## config.mk

```make
export PLATFORM = sky130hd
export DESIGN_NAME = inst_fetch_unit
export DESIGN_NICKNAME = d
export VERILOG_FILES = /design/src/rtl/inst_fetch_unit.sv
export SDC_FILE = /design/constraint.sdc
export NUM_CORES = 1
export LEC_CHECK = 0
export CAP_MARGIN = 20
export CORE_AREA = 2 2 132 134
export DETAILED_ROUTE_END_ITERATION = 8
export DIE_AREA = 0 0 134 136
export GPL_ROUTABILITY_DRIVEN = 0
export PLACE_DENSITY = 0.77
export SYNTH_ARGS = -nofsm -noshare
export SYNTH_HDL_FRONTEND = slang
export SYNTH_SLANG_ARGS = --single-unit
```

## constraint.sdc

```tcl
create_clock -name clk -period 3.65 [get_ports clk]
set_input_delay 0.73 -clock clk [delete_from_list [all_inputs] [get_ports clk]]
set_output_delay 0.73 -clock clk [all_outputs]
set_load 0.005 [all_outputs]
```

## src/rtl/inst_fetch_unit.sv

```systemverilog
// rtl/inst_fetch_unit.sv - multi-cycle instruction fetch stage with jump redirect and flush
module inst_fetch_unit #(
    parameter int                WIDTH    = 32,
    parameter logic [WIDTH-1:0]  RESET_PC = 32'h8000_0000
) (
    input  logic             clk,
    input  logic             rst,
    output logic [WIDTH-1:0] imem_araddr,
    output logic             imem_arvalid,
    input  logic             imem_arready,
    input  logic [WIDTH-1:0] imem_rdata,
    input  logic [1:0]       imem_rresp,
    input  logic             imem_rvalid,
    output logic             imem_rready,
    output logic [WIDTH-1:0] inst,
    output logic [WIDTH-1:0] inst_pc,
    output logic             inst_err,
    output logic             inst_valid,
    input  logic             inst_ready,
    input  logic             jump_sig,
    input  logic [WIDTH-1:0] jump_addr,
    input  logic             flush_valid,
    input  logic [WIDTH-1:0] flush_pc
);

    typedef enum logic [1:0] {S_REQ, S_WAIT, S_HOLD} state_t;

    state_t           state_q, state_d;
    logic [WIDTH-1:0] pc_q, pc_d;
    logic [WIDTH-1:0] req_addr_q;
    logic             discard_q, discard_d;
    logic [WIDTH-1:0] inst_q, inst_d;
    logic [WIDTH-1:0] inst_pc_q, inst_pc_d;
    logic             inst_err_q, inst_err_d;
    logic             req_issue;

    // A flushed-but-unaccepted request keeps presenting its original address
    // from req_addr_q while pc already holds the flush target.
    assign req_issue    = discard_q || (pc_q[1:0] == 2'b00);
    assign imem_arvalid = !rst && (state_q == S_REQ) && req_issue;
    assign imem_araddr  = discard_q ? req_addr_q : pc_q;
    assign imem_rready  = !rst && (state_q == S_WAIT);
    assign inst_valid   = !rst && (state_q == S_HOLD);
    assign inst         = inst_q;
    assign inst_pc      = inst_pc_q;
    assign inst_err     = inst_err_q;

    always_comb begin
        state_d    = state_q;
        pc_d       = pc_q;
        discard_d  = discard_q;
        inst_d     = inst_q;
        inst_pc_d  = inst_pc_q;
        inst_err_d = inst_err_q;
        case (state_q)
            S_REQ: begin
                if (req_issue) begin
                    if (imem_arready) begin
                        state_d = S_WAIT;
                    end
                    if (flush_valid) begin
                        pc_d      = flush_pc;
                        discard_d = 1'b1;
                    end
                end else if (flush_valid) begin
                    pc_d = flush_pc;
                end else begin
                    state_d    = S_HOLD;
                    inst_d     = '0;
                    inst_pc_d  = pc_q;
                    inst_err_d = 1'b1;
                end
            end
            S_WAIT: begin
                if (flush_valid) begin
                    pc_d = flush_pc;
                    if (imem_rvalid) begin
                        state_d   = S_REQ;
                        discard_d = 1'b0;
                    end else begin
                        discard_d = 1'b1;
                    end
                end else if (imem_rvalid) begin
                    if (discard_q) begin
                        state_d   = S_REQ;
                        discard_d = 1'b0;
                    end else begin
                        state_d    = S_HOLD;
                        inst_d     = imem_rdata;
                        inst_pc_d  = pc_q;
                        inst_err_d = (imem_rresp != 2'b00);
                    end
                end
            end
            S_HOLD: begin
                if (flush_valid) begin
                    pc_d    = flush_pc;
                    state_d = S_REQ;
                end else if (inst_ready) begin
                    pc_d    = jump_sig ? jump_addr : pc_q + WIDTH'(4);
                    state_d = S_REQ;
                end
            end
            default: state_d = S_REQ;
        endcase
    end

    always_ff @(posedge clk) begin
        if (rst) begin
            state_q    <= S_REQ;
            pc_q       <= RESET_PC;
            req_addr_q <= RESET_PC;
            discard_q  <= 1'b0;
            inst_q     <= '0;
            inst_pc_q  <= '0;
            inst_err_q <= 1'b0;
        end else begin
            state_q    <= state_d;
            pc_q       <= pc_d;
            discard_q  <= discard_d;
            inst_q     <= inst_d;
            inst_pc_q  <= inst_pc_d;
            inst_err_q <= inst_err_d;
            if (state_q == S_REQ && !discard_q) begin
                req_addr_q <= pc_q;
            end
        end
    end

endmodule
```

### Word level (Yosys, flattened, before mapping)

Cells that the tools add are included.

* input bits: 105
* word-level logic and storage cells: 80
* output and inout port bits: 100
* register bits after elaboration: 132

* multiplexer cells: 40
* equality and inequality tests: 14
* $add $sub $neg: 1
* reduce and logical (&&, ||, !) cells: 18

Operators by type and width (number)
* $mux 32: 15
* $pmux 32 s2: 3
* $add 32x3->32 const B: 1
* $mux 2: 9
* $ne 2x2->1 const B: 7
* $ne 3x3->1 const B: 4
* $mux 1: 10
* $reduce_and 4->1: 2
* $pmux 2 s3: 1
* $reduce_and 6->1: 1
* $reduce_bool 2->1: 3
* $logic_and 1x1->1: 5
* $logic_not 2->1: 2
* $pmux 1 s2: 2
* $reduce_and 3->1: 1
* $eq 2x1->1 const B: 1
* $eq 2x2->1 const B: 1
* $logic_not 1->1: 2
* $ne 2x1->1 const B: 1
* $reduce_or 2->1: 1
* $logic_or 1x1->1: 1

### Longest topological paths before layout

Gate-level depths: netlist (run 1).

* depth after elaboration: 5
* mapped depth: 9
* mapped depth without buffers: 6

### Worst setup path before layout (run 1)

No wires, ideal clock.

* path kind: input to output
* start: in rst
* end: out imem_arvalid
* slack: 1.563 ns
* data arrival time: 1.357 ns
* cell stages on the path: 3
* path buffers: 2
* required time: 2.920 ns
* cell sequence: clkbuf_1 clkbuf_1 nor4b_1

* longest elaborated chain between the ends: 3

RTL lines
* start: declaration: line 7 `input logic rst,`
* $logic_not 1->1: line 40 `assign imem_arvalid = !rst && (state_q == S_REQ) && req_issue;`
* $logic_and 1x1->1 (2 in a row): line 40
* end: declaration: line 9 `output logic imem_arvalid,`

Every way passes these cells.

### Worst setup path after layout (run 1)

* start: reg state_q[0]
* end: out imem_rready

* longest elaborated chain between the ends: 2

RTL lines
* start: declaration: line 28 `state_t state_q, state_d;`
* start signal: assignment: line 118 `state_q <= state_d;`
* $eq 2x1->1: line 42 `assign imem_rready = !rst && (state_q == S_WAIT);`
* $logic_and 1x1->1: line 42
* end: declaration: line 14 `output logic imem_rready,`

Every way passes these cells.

==> flow_summary.json, run 1 <==
{
  "grt_pass1_vias": 6628,
  "clk_path_buf_depth": 2,
  "dp_slack_ps": 638.5,
  "fin_skew_ps": 6.778,
  "maxSlewViolCount": 0,
  "max_slew_margin_pct": 35.66,
  "netlist_instances": 865,
  "via_per_inst": 5.455,
  "fin_area_um2": 9244,
  "pin_count": 205,
  "fin_cells": 1257,
  "die_area_um2": 18220,
  "seqPwrFrac_pct": 40.3,
  "yosys.area.top_type_share_pct": 40.11,
  "synth_area_per_cell_um2": 7.617,
  "numClockSinks": 132,
  "syn-num-nets": 971,
  "status": "complete, no violations",
  "synth.area.top_cells": "dfxtp_1 (40%), nand2_1 (11%), a21oi_1 (9.6%), mux2_2 (5.6%), nand3_1 (4.3%)",
  "synth_cell_types": 62,
  "finalCriticalPeriod_ps": 2837,
  "synth_seq_cells": 132,
  "postCtsResizedCells": 0,
  "clkPwrFrac_pct": 41.2,
  "crit_fanout": 16,
  "route.detailed.drc": 0,
  "numCtsBuffers": 17,
  "cts_tree": "yes",
  "drt_iter0_markers": 679,
  "reg2reg_from": "state_q[1]",
  "critPathLaunch": "state_q[0]",
  "io_buffers": 204,
  "drt-met1-wl_um": 9222,
  "rsz0062_at_grt": "no",
  "wl_um": 21820,
  "hold_slack_ps": 450.1,
  "overflow": 0,
  "hpwl_um": 15050,
  "critPathArrivalTime_ps": 2110,
  "powerDensity_nw_per_um2": 439.6,
  "syn2layout_area_growth_pct": 40.30,
  "cts-root-buf": "clkbuf_16",
  "timing.fmax_mhz": 352.5,
  "yosys_most_used_dff": "dfxtp_1",
  "dr.pass1.iters": 5,
  "ir_drop_uv": 354.5,
  "grt_max_degree": 87,
  "pwr-share-comb_pct": 18.5,
  "synth-edff-count": 0,
  "worstPathRequired_ps": 2920,
  "utilization_pct": 54.77,
  "core_area_um2": 16880,
  "total_power_mw": 4.064,
  "met2_length_um": 10470,
  "die_w_um": 134,
  "cts_htree_levels": 4,
  "p_sw_share_pct": 29.80,
  "ys_seq_area_share_pct": 40.11,
  "ant_nets": 0,
  "clk_pin_slew_ps": 60,
  "setup_viol": 0,
  "setup_ws_ps": 812.9,
  "rows": 48,
  "async_flop_share_pct": 0,
  "grt_pass1_wl_um": 34990,
  "nets": 1125,
  "vias": 6857,
  "num_antenna_cells": 0,
  "start_kind": "register",
  "wl_per_cell_um": 17.36,
  "wl_met3_um": 1597,
  "start_util_pct": 39.04,
  "cts_post_setup_buffers_inserted": 0,
  "intPower_mw": 2.853,
  "worstHoldStart": "inst[19]",
  "switchingPower_mw": 1.211,
  "syn_area_um2": 6589,
  "critical_path_class": "register to output port",
  "yosysTopAreaCell": "dfxtp_1",
  "top_layer_used": "met4",
  "place_area_um2": 8673,
  "track_usage_pct": 24.18,
  "min_period_over_period_pct": 77.73,
  "cap_viol_max_count": 0,
  "p_leak_nw": 3.152,
  "placed_cells": 1225,
  "worstMarginPinSlew_ps": 959.8,
  "clk_latency_ps": 430,
  "grt_antenna_before_repair": 0,
  "postCtsHoldBufs": 0,
  "drive_gt1_share_pct": 10.37,
  "die_h_um": 136,
  "ys_warn_count": 0,
  "worstHoldPathType": "register to register",
  "setup_tns_ps": 0,
  "hold_viol": 0,
  "end_kind": "output port"
}
[critical path, cell delays in order, from the launching register on]
cell             delay, ps
dfxtp_1                730
nor2b_2                270
and2_1                 180
clkdlybuf4s50_1        510
[logic make-up after synthesis]
| group | share of synthesized area, % |
|---|---|
| flops | 40.11 |
| xor+xnor | 0.7977 |
| compound gates | 19.84 |
| buf+inv | 6.551 |
| fa+ha+maj | 0.1899 |
| simple gates | 26.26 |
| mux | 6.248 |
[synthesized netlist by cell type (all sizes together), types with 4 or more instances]
library cell,n
nand2,200
dfxtp,132
a21oi,131
nand3,58
buf,44
clkbuf,43
nor2,38
mux2,33
o21ai,26
nand4,13
a211oi,11
inv,10
nor3,10
nand3b,9
a31oi,7
nor4,7
o211ai,7
nand2b,6
nor3b,6
and4,5
o31ai,5
a221oi,4
and2,4
and3,4
mux2i,4
o22ai,4
[area by class of cell]
cell class | count | area, um^2
Fill cell | 1565 | 7632
Inverter | 10 | 37.54
Timing Repair Buffer | 222 | 2182
Tap cell | 225 | 281.5
Sequential cell | 132 | 2643
Clock inverter | 15 | 145.1
Multi-Input combinational cell | 636 | 3530
Clock buffer | 17 | 425.4
[sequential cells by signal, summed over array words and instances, names as in the netlist]
register    count
discard_q       1
req_addr_q     32
inst_err        1
state_q         2
pc_q           32
inst           32
inst_pc        32
[placed cells by master (no fill, tap or decap), drive strengths merged, types with 13 or more instances in the layout]
cell             n
a21oi          131
inv             17
nor2            38
nand3           58
nand2          200
dfxtp          132
mux2            33
nand4           13
clkbuf          17
buf             20
o21ai           26
clkdlybuf4s50  202
[final timing paths]
check                                    to  slack [ps]  depth (start not counted)
worst max-delay path            imem_rready         810                          3
worst min-delay path               inst[19]         450                          2
worst max register to register     pc_q[22]        1230                          5
worst min register to register     inst[19]         450                          2
[power groups by stage]
| stage | combinational, mW | sequential [mW] | clock, mW |
|---|---|---|---|
| global placement | 0.743 | 1.66 | 0 |
| detailed placement | 0.751 | 1.67 | 0 |
| finish | 0.751 | 1.64 | 1.67 |
| global route | 0.820 | 1.65 | 1.76 |
| CTS | 0.756 | 1.64 | 1.69 |
| floorplan | 0.439 | 1.60 | 0 |
[routing by layer]
metal  GRT usage, %  vias up
met5              0        -
met4          8.688        0
met3          6.152       40
met2          39.32      279
met1          31.09     3210
li1               -     3328
Note: power is estimated with default switching activity, not from simulation.
==> run 2, diff against run 1 <==
Settings changed: PLACE_DENSITY 0.77 to 0.8.
Clock period 3.65 ns to 2.52 ns, I/O delays scaled along.
==> flow_summary.json, run 2 (synthesis gave the netlist of run 1 again) <==
{
  "status": "complete, no violations",
  "cap_viol_max_count": 0,
  "critical_path_class": "register to output port",
  "max_slew_margin_pct": 54.72,
  "die_area_um2": 18220,
  "die_w_um": 134,
  "dr.pass1.iters": 5,
  "crit_fanout": 22,
  "wl_um": 22530,
  "fin_skew_ps": 10.15,
  "timing.fmax_mhz": 406.5,
  "cp_top_family": "buffers and inverters",
  "setup_ws_ps": 60.03,
  "clk_latency_ps": 430,
  "p_leak_nw": 3.306,
  "num_antenna_cells": 0,
  "min_period_over_period_pct": 97.62,
  "start_util_pct": 39.04,
  "hpwl_um": 15740,
  "numCtsBuffers": 17,
  "placed_cells": 1248,
  "drt_iter0_markers": 497,
  "utilization_pct": 56.20,
  "ir_drop_uv": 513.7,
  "total_power_mw": 6.088,
  "ant_nets": 0,
  "setup_tns_ps": 0,
  "grt_pass1_wl_um": 34900,
  "worstMarginPinSlew_ps": 679.1,
  "grt_antenna_before_repair": 0,
  "grt_max_degree": 50,
  "final_common_cell": "clkdlybuf4s50_1",
  "setup_viol": 0,
  "worstPathRequired_ps": 2020,
  "wl_per_cell_um": 17.62,
  "overflow": 0,
  "postCtsHoldBufs": 0,
  "die_h_um": 136,
  "cp.buffers_inverters": 2,
  "nets": 1148,
  "fin_cells": 1279,
  "route.detailed.drc": 0,
  "max_stage_delay_ps": 480,
  "hold_viol": 0,
  "maxSlewViolCount": 0,
  "end_kind": "output port",
  "rsz0062_at_grt": "no",
  "core_area_um2": 16880,
  "clk_path_buf_depth": 2,
  "cts-root-buf": "clkbuf_16",
  "pin_count": 205,
  "critPathArrivalTime_ps": 1960,
  "rows": 48,
  "cts_tree": "yes",
  "clk_pin_slew_ps": 60,
  "numClockSinks": 132,
  "start_kind": "register",
  "drive_gt1_share_pct": 12.43,
  "finalCriticalPeriod_ps": 2460,
  "cts_htree_levels": 4,
  "dp_slack_ps": 117.9,
  "grt_pass1_vias": 6533,
  "track_usage_pct": 24.35,
  "vias": 7061,
  "mostFrequentLayoutCells": "clkdlybuf4s50_1 (202), nand2_1 (199), dfxtp_1 (131), a21oi_1 (126), nand3_1 (56)",
  "place_area_um2": 8871,
  "syn2layout_area_growth_pct": 43.94,
  "io_buffers": 204,
  "powerDensity_nw_per_um2": 641.9,
  "hold_slack_ps": 428.8,
  "worstHoldPathType": "input pin to register",
  "slowest_stage": "clkdlybuf4s50_1",
  "worstPathCellList": "buf_4, mux2_2, clkdlybuf4s50_1",
  "fin_area_um2": 9484,
  "via_per_inst": 5.521
}
run 2: report_power, final:
part / internal [mW] / leakage, nW / switching [mW]
Sequential: 2.21 / 1.08 / 0.136
Combinational: 0.590 / 1.93 / 0.600
Clock: 1.60 / 0.295 / 0.949
run 2: final cells by class:
type | instances | area (um^2)
clock buffer | 19 | 452.9
clock inverter | 12 | 155.1
fill | 1545 | 7392
inverter | 10 | 37.54
multi-input combinational | 636 | 3533
sequential | 132 | 2644
tap | 225 | 281.5
timing repair buffer | 245 | 2380
run 2: path summary, 6_finish.rpt:
| kind | startpoint | to | slack, ps | cells after the start |
|---|---|---|---|---|
| min | rst | pc_q[1] | 430 | 2 |
| max reg2reg | pc_q[11] | pc_q[24] | 460 | 5 |
| max | discard_q | imem_araddr[20] | 60 | 3 |
| min reg2reg | inst[24] | inst[24] | 450 | 2 |
run 2: timing repair:
| action | in CTS | in global routing |
|---|---|---|
| hold endpoints to repair | 0 | 0 |
| pin swaps | 0 | 0 |
| endpoints found under the setup margin | 1 | 2 |
| setup buffers | 0 | 0 |
| gates cloned | 0 | 0 |
| gates resized for setup | 1 | 1 |
run 2: metal layers:
| metal | wire (um) | global-route usage (%) | share of wire [%] | vias to the layer above |
|---|---|---|---|---|
| met5 | 0 | 0 | 0 | - |
| met3 | 1625 | 6.040 | 7.2 | 46 |
| met4 | 642 | 9.279 | 2.8 | 0 |
| met1 | 9490 | 31.26 | 42 | 3343 |
| li1 | - | - | - | 3384 |
| met2 | 10780 | 39.54 | 48 | 288 |
run 2: worst register-to-register path: stages, from the launching register on:
cell and delay (ps):
dfxtp_1 570, nand4_1 220, nor2_1 350, nand3_2 240, or4_1 460, a21oi_1 150
